File: config.mk
export PLATFORM = sky130hd
export DESIGN_NAME = data_mux
export DESIGN_NICKNAME = d
export VERILOG_FILES = /design/src/rtl/mux_pkg.sv /design/src/rtl/mux2.sv /design/src/rtl/data_mux.sv
export SDC_FILE = /design/constraint.sdc
export NUM_CORES = 1
export LEC_CHECK = 0
export ABC_AREA = 1
export CAP_MARGIN = 20
export CORE_UTILIZATION = 27
export DETAILED_ROUTE_END_ITERATION = 8
export PLACE_DENSITY = 0.73
export RECOVER_POWER = 50
export SYNTH_ARGS = -nofsm -noshare
export SYNTH_HDL_FRONTEND = slang
export SYNTH_SLANG_ARGS = --single-unit
export TNS_END_PERCENT = 10
File: constraint.sdc
create_clock -name clk -period 0.83 [get_ports clk]
set_input_delay 0.1245 -clock clk [delete_from_list [all_inputs] [get_ports clk]]
set_output_delay 0.1245 -clock clk [all_outputs]
set_load 0.02 [all_outputs]
File: src/rtl/mux_pkg.sv
// Shared constants for the data_mux word multiplexer.
// MUX_INPUT_REG_EN adds an input register stage (latency 2).
package mux_pkg;

  localparam string ARCH_BEHAVIORAL = "BEHAVIORAL";
  localparam string ARCH_STRUCTURAL = "STRUCTURAL";

  function automatic int unsigned mux_latency();
`ifdef MUX_INPUT_REG_EN
    return 2;
`else
    return 1;
`endif
  endfunction

  localparam int unsigned LATENCY = mux_latency();

endpackage

File: src/rtl/mux2.sv
// DATA_WIDTH-wide 2:1 combinational mux, leaf of the tree.
// sel=0 passes a, sel=1 passes b.
module mux2 #(
  parameter int DATA_WIDTH = 1
) (
  input  logic                  sel,
  input  logic [DATA_WIDTH-1:0] a,
  input  logic [DATA_WIDTH-1:0] b,
  output logic [DATA_WIDTH-1:0] y
);

  assign y = sel ? b : a;

endmodule

File: src/rtl/data_mux.sv
// Registered N-to-1 word mux, behavioural or 2:1 tree.
// MUX_INPUT_REG_EN registers select/data/valid first.
module data_mux
  import mux_pkg::*;
#(
  parameter string ARCHITECTURE = ARCH_BEHAVIORAL,
  parameter int    SELECT_LINES = 4,
  parameter int    DATA_WIDTH   = 2
) (
  input  logic                     clk,
  input  logic                     rst,
  input  logic [SELECT_LINES-1:0]  select,
  input  logic [DATA_WIDTH*(2**SELECT_LINES)-1:0] data_in,
  input  logic                     data_valid_in,
  output logic [DATA_WIDTH-1:0]    data_out,
  output logic                     data_valid_out
);

  localparam int N  = 2**SELECT_LINES;
  localparam int DW = DATA_WIDTH;

  logic [SELECT_LINES-1:0] sel_s;
  logic [N*DW-1:0]         data_s;
  logic                    vld_s;
  logic [DW-1:0]           mux_y;

`ifdef MUX_INPUT_REG_EN
  logic [SELECT_LINES-1:0] sel_q;
  logic [N*DW-1:0]         data_q;
  logic                    vld_q;

  always_ff @(posedge clk) begin
    if (rst) begin
      sel_q  <= '0;
      data_q <= '0;
      vld_q  <= 1'b0;
    end else begin
      sel_q  <= select;
      data_q <= data_in;
      vld_q  <= data_valid_in;
    end
  end

  assign sel_s  = sel_q;
  assign data_s = data_q;
  assign vld_s  = vld_q;
`else
  assign sel_s  = select;
  assign data_s = data_in;
  assign vld_s  = data_valid_in;
`endif

  if (ARCHITECTURE == ARCH_STRUCTURAL) begin : g_struct
    // Level l halves the word count using select bit l.
    for (genvar l = 0; l < SELECT_LINES; l++) begin : g_lvl
      localparam int M = N >> (l + 1);
      logic [2*M*DW-1:0] x;
      logic [M*DW-1:0]   y;
      if (l == 0) begin : g_in
        assign x = data_s;
      end else begin : g_in
        assign x = g_lvl[l-1].y;
      end
      for (genvar k = 0; k < M; k++) begin : g_m
        mux2 #(.DATA_WIDTH(DW)) u_mux2 (
          .sel (sel_s[l]),
          .a   (x[(2*k)*DW +: DW]),
          .b   (x[(2*k+1)*DW +: DW]),
          .y   (y[k*DW +: DW])
        );
      end
    end
    assign mux_y = g_lvl[SELECT_LINES-1].y;
  end else begin : g_behav
    assign mux_y = data_s[sel_s*DW +: DW];
  end

  logic [DW-1:0] dout_d, dout_q;
  logic          vld_d,  vld_out_q;

  assign dout_d = mux_y;
  assign vld_d  = vld_s;

  always_ff @(posedge clk) begin
    if (rst) begin
      dout_q    <= '0;
      vld_out_q <= 1'b0;
    end else begin
      dout_q    <= dout_d;
      vld_out_q <= vld_d;
    end
  end

  assign data_out       = dout_q;
  assign data_valid_out = vld_out_q;

endmodule

Yosys cells after proc, flatten, opt, wreduce, memory -nomap -nowiden:

Cells that the tools add are included.

* order comparisons: 0
* bitwise gates (word level): 0
* div/mod/pow operators: 0
* reductions and logical operators: 0
* shifts and indexed selects: 1
* muxes and demuxes: 0
* $add $sub $neg: 0
* eq/ne operators: 0
* multipliers: 0

Operators with widths (number)
* $shiftx A32 B6 Y2: 1

* latch bits: 0
* bits of input ports: 39
* bits in writable memories: 0
* bits in registers: 3
* output and inout port bits: 3
* memory bits (read-only): 0
* memories kept: 0

Longest topological paths before layout:

Gate-level depths: netlist of run 1.

* depth in word-level cells: 1
* mapped depth: 9

Worst setup path after synthesis of run 1:

Ideal clock, no wire load.

* path type: input to register
* start point: in select[0]
* end point: reg dout_q[0], in the netlist data_out[0]
* slack: -0.014 ns
* setup time: 0.070 ns
* cell stages on the path: 9
* buffers on the path: 2
* data arrival time: 0.774 ns
* cell sequence: buf_6 inv_4 buf_6 nand2_1 nand2_1 nand2_1 nand3_1 nand3_1 a21oi_1

* longest elaborated chain between the ends: 1

Ends and longest elaborated chain
* from (decl): RTL line data_mux.sv:12 `input logic [SELECT_LINES-1:0] select,`
* $shiftx A32 B6 Y2: RTL line data_mux.sv:75 `assign mux_y = data_s[sel_s*DW +: DW];`
* to (signal assigned): RTL line data_mux.sv:89 `dout_q <= dout_d;`
* to (decl): RTL line data_mux.sv:78 `logic [DW-1:0] dout_d, dout_q;`

Every way passes these cells.
A chain may end at the register's enable or synchronous reset.

Worst setup path in the final report of run 1:

* start point: reg vld_out_q, in the netlist data_valid_out
* end point: out data_valid_out

RTL lines
* from (decl): RTL line data_mux.sv:79 `logic vld_d, vld_out_q;`
* from (signal assigned): RTL line data_mux.sv:90 `vld_out_q <= vld_d;`
* to (decl): RTL line data_mux.sv:16 `output logic data_valid_out`

No word-level cell between the ends.

==> results of run 1 <==
-- layer usage --
layer / vias up / routed length (µm)
met5: - / 0
met4: 0 / 23
met3: 4 / 114
met2: 33 / 978
met1: 334 / 689
li1: 389 / -
-- worst max path at each step --
| stage | start | endpoint | slack (ps) | cells after the start |
|---|---|---|---|---|
| 3_3_place_gp | select[0] | data_out[1] | -540 | 8 |
| 4_1_cts | data_in[9] | data_out[1] | -80 | 7 |
| 3_5_place_dp | select[0] | data_out[1] | -560 | 8 |
| 5_1_grt | select[0] | data_out[0] | -40 | 8 |
| 6_report | data_valid_out | data_valid_out | 30 | 1 |
| 2_1_floorplan | select[0] | data_out[0] | -10 | 9 |
-- flip-flops by register name, summed over array words and instances, names as in the netlist --
register / count
data_valid_out: 1
data_out: 2
-- synth_stat cells --
library cell and instances:
a21oi_1 2, nand3_1 20, inv_1 20, nor2_1 1
inv_4 1, buf_4 1, buf_2 1, dfxtp_1 3
nand2_1 46, buf_6 2, nand2_2 2
-- cell type report --
type / count / area [µm²]
well taps: 16 / 20.02
inverters: 21 / 83.83
clock buffers: 4 / 26.28
repair inverters: 1 / 5.005
multi-input cells: 71 / 347.8
repair buffers: 46 / 518.0
fillers: 144 / 515.5
flip-flops and latches: 3 / 60.06
-- cell families (layout without fill, tap and decap cells) --
| family | count (synthesis) | count (layout) | share of synthesized area (%) |
|---|---|---|---|
| AND/OR/NAND/NOR | 69 | 69 | 60.79 |
| buffers and inverters | 25 | 72 | 24.47 |
| flip-flops | 3 | 3 | 12.63 |
| AO/OA/AOI/OAI | 2 | 2 | 2.105 |
-- power by group through the flow --
stage               clock [µW]  sequential [µW]  combinational (µW)
finish                     254              158                 406
global route               293              159                 445
CTS                        258              158                 393
detailed placement           0              161                 402
global placement             0              161                 398
floorplan                    0              175                 156
-- stage by stage --
step                cell area (µm²)  total power [µW]  std cells
finish                         1061             818.5        162
global route                   1061             896.6        162
CTS                           919.6             808.5        161
detailed placement            908.4             562.8        157
global placement              908.4             559.5        157
floorplan                     475.5             331.1         99
-- repair_timing --
item                       CTS  global route
pin swaps                    0            36
setup endpoints to repair    5             4
hold buffers                 0             0
gates resized for setup     17            49
cloned                       0             1
==> reports/summary.txt, run 1 <==
Nets = 186
Met3 Use GR = 5.000%
Syn. warnings = 0
Max Cap Viol = 0
Max rail drop VDD = 0.0005069 V
Sequential Power Share = 19.4%
Pint = 558.6 µW
Most frequent cells in the layout = nand2_1 (46), dlymetal6s2s_1 (32), inv_1 (19)
I/O pins = 42
Clock share of power = 31.0%
Fmax = 1.244 GHz
Reg clk slew, reported paths = 40 ps
Max-slew violations = 0
Core Util, Final = 67.30%
Setup TNS = 0 ps
Final hold viol count = 0
CP Max Fanout = 1
Hold EP = data_out[0]
Synth-to-layout area growth = 123.2%
Sw Ratio = 31.76%
Vias in the first global route = 666
Routed wire length = 1805 µm
Core Area = 1577 µm²
Commonest non-fill, non-tap cell in the layout = nand2_1
Worst EP required = 710 ps
Placement Setup Slack = -560.0 ps
Grt met2 use = 31.94%
Critical Path End Type = output port
I/O Buffers = 41
Period utilization = 96.86%
Max stage delay on crit path = 290 ps
Global-route wire length before repair = 2594 µm
Yosys cell types = 11
Syn Area/Cell = 4.803 µm²
Via density = 4.691
Clk sink count = 3
CTS Root Cell = clkbuf_4
Full die area = 1933 µm²
Cell area after synthesis = 475.5 µm²
Startpoint types = register
DRT iter0 DRCs = 11
Mapped Nets = 138
Grt ovf = 0
HPWL Detailed = 1221 µm
Comb power frac = 49.6%
Diodes inserted = 0
Overall Global Routing Usage = 17.86%
Largest net degree at the start of global routing = 17
Buffers and inverters on the worst path = 1
Hold Path Class = input port to register
Setup ws final = 26.10 ps
Initial antenna violation count = 0
GRT met1 Usage = 20.45%
Rel. slew slack = 87.98%
Status = finished, final reports clean
Cell accounting for the most synthesized area = nand2_1
Switching Power = 259.9 µW
Worst Tran Pin Value = 180.3 ps
TritonCTS clock tree = yes
Rows = 14
Chip width = 43.97 µm
H-Tree Depth = 1
Main area contributors after synthesis = nand2_1 (36%), nand3_1 (21%), inv_1 (16%)
RSZ-0062 raised after global routing = true
# setup viols final = 0
PwrDens = 771.4 nW/µm²
CTS Buffer Depth = 2
Die H = 43.97 µm
ANT nets after route = 0
DR pass1 iterations = 6
Hold_sp = data_in[6]
Number of setup buffers added after CTS = 0
Crit-path slowest cell = dfxtp_1
Initial Utilization = 30.16%
Crit path kind = register to output port
Sequential fraction of the synthesis area = 12.63%
CTS Buf Count = 3
Gr busiest metal = met2
Delay-heaviest family, CP = flip-flops
Worst hold stages = 7
Leak pwr = 0.0008258 µW
Area share of the largest cell type after synthesis = 36.32%
Crit-path cells = buf_2
Final RePlAce weighted congestion = 0.7580
Share of cells above drive strength 1 = 18.49%
Period minus WS final = 803.9 ps
Yosys reg bits = 3
Cells after Synth = 99
Worst hold slack = 410.2 ps
Worst Path Arrival = 680 ps
Via count = 760
Post-route DRC violation count = 0
Mean routed wirelength per cell = 11.14 µm
Power figures use the tool's default switching activity.
==> inputs of run 2 (changes only) <==
CTS_CLUSTER_DIAMETER = 200   (was unset)
PLACE_DENSITY = 0.79   (was 0.73)
==> reports/summary.txt, run 2 (synthesis results as in run 1) <==
Setup ws final = -24.05 ps (was 26.10 ps)
Status = finished, violations left (was finished, final reports clean)
Full die area = 1933 µm² (unchanged)
Via density = 4.516 (was 4.691)
Final hold viol count = 0 (unchanged)
DR pass1 iterations = 6 (unchanged)
Design Power = 810.7 µW (was 818.5 µW)
# setup viols final = 1 (was 0)
Hold Path Class = input port to register (unchanged)
Initial antenna violation count = 0 (unchanged)
Period minus WS final = 854.0 ps (was 803.9 ps)
Crit-path slowest cell = clkdlybuf4s50_1 (was dfxtp_1)
Largest register FFs = 2 (unchanged)
Vias in the first global route = 674 (was 666)
Rows = 14 (unchanged)
DRT iter0 DRCs = 14 (was 11)
Initial Utilization = 30.16% (unchanged)
Worst Tran Pin Value = 178.4 ps (was 180.3 ps)
Area post-placement = 913.4 µm² (was 908.4 µm²)
Failing checks = negative setup slack
Routed wire length = 1616 µm (was 1805 µm)
Reg clk slew, reported paths = 30 ps (was 40 ps)
Synth-to-layout area growth = 118.4% (was 123.2%)
Commonest non-fill, non-tap cell in the layout = nand2_1 (unchanged)
Core Area = 1577 µm² (unchanged)
Die H = 43.97 µm (unchanged)
H-Tree Depth = 1 (unchanged)
Post-route cell area = 1039 µm² (was 1061 µm²)
CTS Buf Count = 3 (unchanged)
Crit-path cells = clkdlybuf4s50_1 -> inv_1 -> nand2_2 -> nand3_2 -> nand3_2 -> nand3_1 -> a21oi_1 (was buf_2)
Placement Setup Slack = -538.9 ps (was -560.0 ps)
Global-route wire length before repair = 2456 µm (was 2594 µm)
Most used cell, CP = nand3_2
Buffers and inverters on the worst path = 2 (was 1)
CP Max Fanout = 1 (unchanged)
Share of cells above drive strength 1 = 15.86% (was 18.49%)
Final RePlAce weighted congestion = 0.7672 (was 0.7580)
I/O pins = 42 (unchanged)
Leak pwr = 0.0007653 µW (was 0.0008258 µW)
TritonCTS clock tree = yes (unchanged)
Startpoint types = input port (was register)
Setup TNS = -24.05 ps (was 0 ps)
Chip width = 43.97 µm (unchanged)
CTS Buffer Depth = 2 (unchanged)
Period utilization = 102.9% (was 96.86%)
Largest net degree at the start of global routing = 17 (unchanged)
Max stage delay on crit path = 450 ps (was 290 ps)
RSZ-0062 raised after global routing = true (unchanged)
Max-slew violations = 0 (unchanged)
Grt ovf = 0 (unchanged)
Rel. slew slack = 88.11% (was 87.98%)
Via count = 727 (was 760)
I/O Buffers = 41 (unchanged)
HPWL Detailed = 1182 µm (was 1221 µm)
Core Util, Final = 65.87% (was 67.30%)
Crit path kind = input port to register (was register to output port)
PwrDens = 780.7 nW/µm² (was 771.4 nW/µm²)
Most frequent cells in the layout = nand2_1 (46), dlymetal6s2s_1 (26), inv_1 (19) (was nand2_1 (46), dlymetal6s2s_1 (32), inv_1 (19))
Post-route DRC violation count = 0 (unchanged)
Nets = 185 (was 186)
ANT nets after route = 0 (unchanged)
Worst Path Arrival = 1010 ps (was 680 ps)
Mean routed wirelength per cell = 10.04 µm (was 11.14 µm)
Max rail drop VDD = 0.0003615 V (was 0.0005069 V)
Fmax = 1.171 GHz (was 1.244 GHz)
Clk sink count = 3 (unchanged)
CTS Root Cell = clkbuf_4 (unchanged)
Post-CTS Hold Fix Bufs = 0 (unchanged)
Diodes inserted = 0 (unchanged)
Worst EP required = 990 ps (was 710 ps)
Delay-heaviest family, CP = buffers and inverters (was flip-flops)
Overall Global Routing Usage = 16.65% (was 17.86%)
Max Cap Viol = 0 (unchanged)
Critical Path End Type = register (was output port)
run 2: what timing repair did:
item                                    4_1_cts  5_1_grt
buffers inserted                              0        0
resized for setup                            21       42
cloned                                        0        1
pin swaps                                     9       30
endpoints found under the setup margin        5        5
run 2: layout make-up:
cell class              instances  area, µm²
inverters                      21      83.83
repair buffers                 45      513.0
clock buffers                   4      26.28
repair inverters                1      6.256
fillers                       150      538.0
well taps                      16      20.02
flip-flops and latches          3      61.31
multi-input cells              71      327.8
run 2: final timing paths:
kind,from,endpoint,slack (ps),cells after the start
setup / recovery,data_in[9],data_out[1],-20,7
hold / removal,data_in[27],data_out[1],410,7
run 2: through the flow:
step,cells,hold slack [ps]
after CTS,160,413.4
after floorplan,99,193.6
final,161,406.0
after global routing,161,428.0
after detailed placement,156,651.9
after global placement,156,645.4
run 2: report_power, final:
part	switching, µW	leakage, µW	internal [µW]
Sequential	4.72	0.0000252	157
Clock	69.0	0.0000150	180
Combinational	171	0.000725	229
Total	245	0.000765	566
run 2: per-layer routing:
layer | wire length (µm) | global-route usage (%) | share of wire [%]
met5 | 0 | 0 | 0
met4 | 0 | 8.485 | 0
met3 | 75 | 0.4167 | 4.6
met2 | 859 | 31.34 | 53
met1 | 682 | 18.91 | 42
==> inputs of run 3 (changes only) <==
SYNTH_HIERARCHICAL = 1   (was unset)
==> results of run 3 <==
Final layout, timing and power as in run 2 (identical DEF).
Among the figures that moved: Yosys warning count 0 -> 6
